$ cat src/rtl/gemm_tile_sequencer.sv
// Tile-loop sequencer for the systolic GEMM datapath: walks an M x N x K tile
// space (m outer, k inner), issuing loads, PE-array runs and one C store per (m,n).
module gemm_tile_sequencer #(
  parameter int IDX_W = 16,
  parameter int CNT_W = 2 * IDX_W
) (
  input  logic             clk,
  input  logic             rst_n,
  input  logic             start,
  input  logic [IDX_W-1:0] cfg_m_tiles,
  input  logic [IDX_W-1:0] cfg_n_tiles,
  input  logic [IDX_W-1:0] cfg_k_tiles,
  input  logic             abort,
  output logic             load_valid,
  input  logic             load_ready,
  output logic [IDX_W-1:0] load_m,
  output logic [IDX_W-1:0] load_n,
  output logic [IDX_W-1:0] load_k,
  output logic             comp_start,
  output logic             comp_acc,
  input  logic             comp_done,
  output logic             store_valid,
  input  logic             store_ready,
  output logic [IDX_W-1:0] store_m,
  output logic [IDX_W-1:0] store_n,
  output logic             busy,
  output logic             done,
  output logic [CNT_W-1:0] tiles_done
);

  typedef enum logic [2:0] {
    S_IDLE,
    S_LOAD,
    S_COMPUTE,
    S_WAIT,
    S_STORE,
    S_NEXT,
    S_DONE
  } state_t;

  state_t           state;
  state_t           state_nx;
  logic [IDX_W-1:0] m_idx;
  logic [IDX_W-1:0] n_idx;
  logic [IDX_W-1:0] k_idx;
  logic [IDX_W-1:0] m_cfg;
  logic [IDX_W-1:0] n_cfg;
  logic [IDX_W-1:0] k_cfg;
  logic [CNT_W-1:0] store_cnt;
  logic             m_last;
  logic             n_last;
  logic             k_last;
  logic             cfg_zero;
  logic             accept;
  logic             advance;
  logic             count_store;

  assign m_last   = (m_idx == m_cfg - IDX_W'(1));
  assign n_last   = (n_idx == n_cfg - IDX_W'(1));
  assign k_last   = (k_idx == k_cfg - IDX_W'(1));
  assign cfg_zero = (cfg_m_tiles == '0) || (cfg_n_tiles == '0) || (cfg_k_tiles == '0);

  always_comb begin
    state_nx    = state;
    accept      = 1'b0;
    advance     = 1'b0;
    count_store = 1'b0;
    case (state)
      S_IDLE: begin
        if (start) begin
          accept   = 1'b1;
          state_nx = cfg_zero ? S_DONE : S_LOAD;
        end
      end
      S_LOAD: begin
        if (load_ready) state_nx = S_COMPUTE;
      end
      S_COMPUTE: state_nx = S_WAIT;
      S_WAIT: begin
        if (comp_done) state_nx = k_last ? S_STORE : S_NEXT;
      end
      S_STORE: begin
        if (store_ready) begin
          count_store = 1'b1;
          state_nx    = S_NEXT;
        end
      end
      S_NEXT: begin
        if (m_last && n_last && k_last) begin
          state_nx = S_DONE;
        end else begin
          advance  = 1'b1;
          state_nx = S_LOAD;
        end
      end
      S_DONE:  state_nx = S_IDLE;
      default: state_nx = S_IDLE;
    endcase
    // Abort overrides any handshake completing in the same cycle.
    if (abort && (state != S_IDLE)) begin
      state_nx    = S_IDLE;
      advance     = 1'b0;
      count_store = 1'b0;
    end
  end

  always_ff @(posedge clk) begin
    if (!rst_n) begin
      state     <= S_IDLE;
      m_idx     <= '0;
      n_idx     <= '0;
      k_idx     <= '0;
      m_cfg     <= '0;
      n_cfg     <= '0;
      k_cfg     <= '0;
      store_cnt <= '0;
    end else begin
      state <= state_nx;
      if (accept) begin
        m_cfg     <= cfg_m_tiles;
        n_cfg     <= cfg_n_tiles;
        k_cfg     <= cfg_k_tiles;
        m_idx     <= '0;
        n_idx     <= '0;
        k_idx     <= '0;
        store_cnt <= '0;
      end
      if (count_store) store_cnt <= store_cnt + CNT_W'(1);
      // k wraps into n, n wraps into m.
      if (advance) begin
        if (k_last) begin
          k_idx <= '0;
          if (n_last) begin
            n_idx <= '0;
            m_idx <= m_idx + IDX_W'(1);
          end else begin
            n_idx <= n_idx + IDX_W'(1);
          end
        end else begin
          k_idx <= k_idx + IDX_W'(1);
        end
      end
    end
  end

  assign load_valid  = (state == S_LOAD);
  assign load_m      = m_idx;
  assign load_n      = n_idx;
  assign load_k      = k_idx;
  assign comp_start  = (state == S_COMPUTE);
  assign comp_acc    = ((state == S_COMPUTE) || (state == S_WAIT)) && (k_idx != '0);
  assign store_valid = (state == S_STORE);
  assign store_m     = m_idx;
  assign store_n     = n_idx;
  assign busy        = (state != S_IDLE);
  assign done        = (state == S_DONE);
  assign tiles_done  = store_cnt;

endmodule

$ cat config.mk
export PLATFORM = sky130hd
export DESIGN_NAME = gemm_tile_sequencer
export DESIGN_NICKNAME = d
export VERILOG_FILES = /design/src/rtl/gemm_tile_sequencer.sv
export SDC_FILE = /design/constraint.sdc
export NUM_CORES = 1
export LEC_CHECK = 0
export CAP_MARGIN = 20
export CORE_ASPECT_RATIO = 2
export CORE_MARGIN = 2
export CORE_UTILIZATION = 55
export DETAILED_ROUTE_END_ITERATION = 10
export PLACE_DENSITY = 0.92
export SETUP_SLACK_MARGIN = 0.5
export SLEW_MARGIN = 20
export SYNTH_ARGS = -nofsm -noshare
export SYNTH_HDL_FRONTEND = slang
export SYNTH_SLANG_ARGS = --single-unit
export TNS_END_PERCENT = 20
$ cat constraint.sdc
create_clock -name clk -period 8.27 [get_ports clk]
set_input_delay 0.827 -clock clk [delete_from_list [all_inputs] [get_ports clk]]
set_output_delay 0.827 -clock clk [all_outputs]
set_load 0.05 [all_outputs]
After elaboration in Yosys (flattened, before gate mapping)
Cells that the tools add are included.
Storage, ports and cells
  RAM bits: 0
  bits in read-only memories: 0
  logic and storage cells: 75
  register bits after elaboration: 131
  output and inout bits: 118
  bits in latches: 0
  memories: 0
Operators by class
  eq/ne operators: 13
  multipliers: 0
  divide/modulo/power cells: 0
  reduce and logical (&&, ||, !) cells: 17
  mux-type cells: 29
  bitwise operators: 1
  $lt $le $gt $ge: 0
  add/sub/neg operators: 7
  shift operators: 0
Operators with widths (number)
  2-to-1 mux 16 bit: 11
  2-to-1 mux 32 bit: 2
  adder 16 x 1 -> 16 bit, second input constant: 3
  equality test 16 bit: 3
  logical NOT 16 bit: 3
  subtractor 16 x 1 -> 16 bit, second input constant: 3
  adder 32 x 1 -> 32 bit, second input constant: 1
  2-to-1 mux 3 bit: 6
  case mux 3 bit (6 select lines): 1
  nonzero test 16 bit: 1
  equality test 3 bit, second input constant: 3
  2-to-1 mux 1 bit: 9
  equality test 3 x 2 -> 1 bit, second input constant: 2
  logical AND 1 bit: 4
  != test 2 x 1 -> 1 bit, second input constant: 2
  != test 2 bit, second input constant: 2
  AND reduction 4 bit: 1
  nonzero test 2 bit: 2
  equality test 3 x 1 -> 1 bit, second input constant: 1
  logical NOT 3 bit: 1
  logical OR 1 bit: 3
  nonzero test 3 bit: 1
  OR reduction 2 bit: 1
  NOT 1 bit: 1

Logic depth before layout (Yosys ltp)
  word-level depth: 8
  gate-level depth with buffers: 14
  gate-level depth less buffers: 11

Least setup slack after synthesis
Ideal clock, no wire load.
  path type: reg-to-reg
  start: reg k_cfg[0]
  end: reg n_idx[4], in the netlist load_n[4]
  setup time: 0.147 ns
  cell stages (with the launch flop): 14
  path buffers: 2
  period minus slack after synthesis: 3.289 ns
  path slack: 4.981 ns
  required time: 8.123 ns
  arrival: 3.142 ns
  path through: dfxtp_1 > clkbuf_1 > inv_1 > ha_1 > nor4b_2 > nand3_1 > or3_1 > a211oi_1 > nand4_1 > or3_1 > o21ba_2 > buf_2 > o21ai_0 > o41ai_2
Between the ends
  longest elaborated chain between the ends: 7
  elaborated cells between the ends (all ways): 8
  those cells by class: 1 x add/sub; 1 x eq/ne; 5 x mux; 1 x reduce/logical
Ends and longest elaborated chain
  start: declaration: line 48  | logic [IDX_W-1:0] k_cfg;
  start signal: assignment: line 122  | k_cfg <= cfg_k_tiles;
  subtractor 16 x 1 -> 16 bit (*): line 60  | assign k_last = (k_idx == k_cfg - IDX_W'(1));
  equality test 16 bit (*): line 60
  logical AND 1 bit: line 89  | if (m_last && n_last && k_last) begin
  2-to-1 mux 1 bit: line 89
  2-to-1 mux 1 bit: line 68  | case (state)
  2-to-1 mux 1 bit: line 100  | if (abort && (state != S_IDLE)) begin
  2-to-1 mux 16 bit (*): line 130  | if (advance) begin
  end signal: assignment: line 137  | n_idx <= n_idx + IDX_W'(1);
  end: declaration: line 44  | logic [IDX_W-1:0] n_idx;
Every way passes the cells marked *; elsewhere a longest branch is shown, timed or not.
A chain may end at the register's enable or synchronous reset.

Worst setup path after layout
  start: reg k_cfg[0]
  end: reg m_idx[4], in the netlist load_m[4]
Between the ends
  longest elaborated chain between the ends: 7
  elaborated cells between the ends (all ways): 8
  those cells by class: 1 x add/sub; 1 x eq/ne; 5 x mux; 1 x reduce/logical
Ends and longest elaborated chain
  subtractor 16 x 1 -> 16 bit (*): line 60
  equality test 16 bit (*): line 60
  logical AND 1 bit: line 89
  2-to-1 mux 1 bit: line 89
  2-to-1 mux 1 bit: line 68
  2-to-1 mux 1 bit: line 100
  2-to-1 mux 16 bit (*): line 130
  end signal: assignment: line 135  | m_idx <= m_idx + IDX_W'(1);
  end: declaration: line 43  | logic [IDX_W-1:0] m_idx;
Marked as above.

==> results_dict.tcl <==
set metrics [dict create \
    gp_congestion 1.01 \
    die-width_um 90.2 \
    initial_core_util 0.557 \
    grt_use_total 0.293 \
    max_stage_delay_ps 900 \
    maxCapViolCount 0 \
    place_ws_ps 4310 \
    port-buffer-count 172 \
    setup-violations-final 0 \
    rows 63 \
    cts_setup_buffers 0 \
    cts_buffer_depth 2 \
    final_common_cell "nand2_1" \
    hold_class "flop to flop" \
    timing.final.ws_setup_ps 4210 \
    cts_htree_levels 4 \
    synth_nets 1151 \
    arrival_ps 4420 \
    cts_root_buffer "clkbuf_16" \
    critical_path_buf_inv_count 1 \
    routed_wl_mm 23.8 \
    worstReg2RegEnd "load_m[4]" \
    holdPathStages 2 \
    synth_seq_cells 131 \
    cts_resized 0 \
    syn_inst 1088 \
    grt_pass1_vias 8309 \
    synth_edf_count 0 \
    multi_input_area_um2 4960 \
    holdPathEnd "k_cfg[15]" \
    power_density_nw_per_um2 186 \
    synth-seq-area-share 0.321 \
    endpoint_kind "flop" \
    leakage_nw 3.66 \
    dr.pass1.iters 8 \
    path_max_fanout 17 \
    tightest_slew_ps 1020 \
    critPathLaunchType "flop" \
    ios 173 \
    crit_path_cell_trace "inv_1, ha_1, nor4b_2, nand3_1, or3_1, a22oi_1, and4_1, nand4_2, nor3_2, a21o_1, a22o_1" \
    clk_pin_slew_ps 70 \
    register_area_um2 2620 \
    viasPerCell 6.31 \
    syn_area_um2 8170 \
    hold_start "k_cfg[15]" \
    final_cell_mix "177 x nand2_1, 172 x clkdlybuf4s50_1, 131 x dfxtp_1" \
    syn_area_per_cell_um2 7.51 \
    r2r-start "k_cfg[0]" \
    drc 0 \
    cp.depth 11 \
    grt_pass1_wl_mm 39.2 \
    finalCritPeriodShare 0.491 \
    wl_per_cell_um 17.1 \
    power_mw 1.93 \
    grt_start_max_net_pins 91 \
    slowest_stage "nor3_2" \
    setup.worst_path.start "k_cfg[0]" \
    fmax_ghz 0.246 \
    maxSlewViolCount 0 \
    cts_tree "done" \
    clock_skew_ps 15.5 \
    status "finished clean" \
    cts_buffers 17 \
    yosysUniqueCellTypes 72 \
    fin_setup_tns_ps 0 \
    coreArea_um2 14700 \
    required_ps 8640 \
    grt_overflow 0 \
    die_area_um2 15900 \
    slew_headroom 0.318 \
    drive_above_1_share 0.0551 \
    hold_viol_final 0 \
    ys_warn_count 0 \
    vias 8781 \
    critical_path_class "flop to flop" \
    grt_setup_unrepaired "false" \
    insertion_delay_ps 420 \
    drt.antenna.violating_nets 0 \
    period_minus_slack_ps 4060 \
    peakVddDrop_mv 0.175 \
    synthArstFlopShare 0 \
    dpl.hpwl_mm 16.4 \
    synth_ff_type "dfxtp_1" \
    cts-hold-fix-buffers 0 \
    fill_cells 1145 \
    drtIter0Drc 662 \
    r2r_slack_ps 4210 \
    cpLargestDelayFamily "simple AND/OR/NAND/NOR gates" \
    final_nets 1248 \
    diodes 0 \
    antenna_found_initial 0 \
    reg2reg_depth 11 \
    syn_to_final_growth_pct 26.5 \
    die_h_um 176 \
    clkSinkCount 131 \
]
cells in the mapped netlist, types with 9 or more instances:
master,count,area share
nor4_1,42,0.032
a21oi_1,99,0.061
or2_2,11,0.0084
nor2_1,65,0.030
o211ai_1,15,0.014
nor2b_1,10,0.0077
and3_1,30,0.023
nand3_1,52,0.032
nand4_1,17,0.013
buf_2,9,0.0055
and2_1,9,0.0069
xnor2_1,39,0.042
nand2_1,178,0.082
clkbuf_1,46,0.021
o22ai_1,11,0.0084
xor2_1,26,0.028
buf_4,32,0.029
o21ai_0,44,0.027
inv_1,22,0.010
nor3_1,23,0.014
or3_1,17,0.013
dfxtp_1,131,0.32
or4_1,10,0.0092
how the worst max path moves through the flow:
stage / to
global placement: load_m[4]
detailed placement: load_m[4]
global route: load_m[4]
CTS: load_m[4]
floorplan: load_n[4]
finish: load_m[4]
sequential cells by signal, summed over array words and instances (netlist names):
name        count
load_n         16
k_cfg          16
load_k         16
load_m         16
tiles_done     32
m_cfg          16
n_cfg          16
state           3
cell families after synthesis:
kind of cell | count (synthesis) | share of synthesized area
muxes | 10 | 0.0126
adders and majority gates | 8 | 0.0123
xor gates and xnor gates | 65 | 0.0697
and+or+nand+nor | 503 | 0.316
AOI/OAI and AO/OA | 252 | 0.196
buffers and inverters | 119 | 0.0726
DFF | 131 | 0.321
stage by stage:
stage / area (µm²) / hold WS (ps) / cells / utilization
2_1_floorplan: 8170 / 449 / 1088 / -
3_3_place_gp: 9650 / 458 / 1361 / 0.658
3_5_place_dp: 9650 / 463 / 1361 / 0.658
4_1_cts: 10300 / 477 / 1392 / 0.705
5_1_grt: 10300 / 500 / 1392 / 0.705
6_report: 10300 / 474 / 1392 / 0.705
worst min-delay path, cell delays in order (launching register included):
cell,delay (ps)
dfxtp_1,320
nand2_1,50
a21oi_1,50
final cells by class:
type                            count  share of cell area
Clock inverter                     12              0.0220
Multi-Input combinational cell    838               0.480
Timing Repair Buffer              175               0.169
Clock buffer                       19              0.0438
Tap cell                          195              0.0236
Inverter                           22             0.00799
Sequential cell                   131               0.254
metal layers:
metal,vias to the layer above,GRT usage,part of all wire
met5,-,0,0
met4,0,0.130,0.032
met3,78,0.0580,0.088
met2,518,0.503,0.49
met1,4084,0.353,0.39
li1,4101,-,-
where the power goes:
| group | total [mW] | switching (mW) | internal (mW) |
|---|---|---|---|
| registers | 0.696 | 0.0425 | 0.654 |
| logic | 0.354 | 0.210 | 0.143 |
| clock network | 0.876 | 0.294 | 0.582 |
Power figures use the tool's default switching activity.
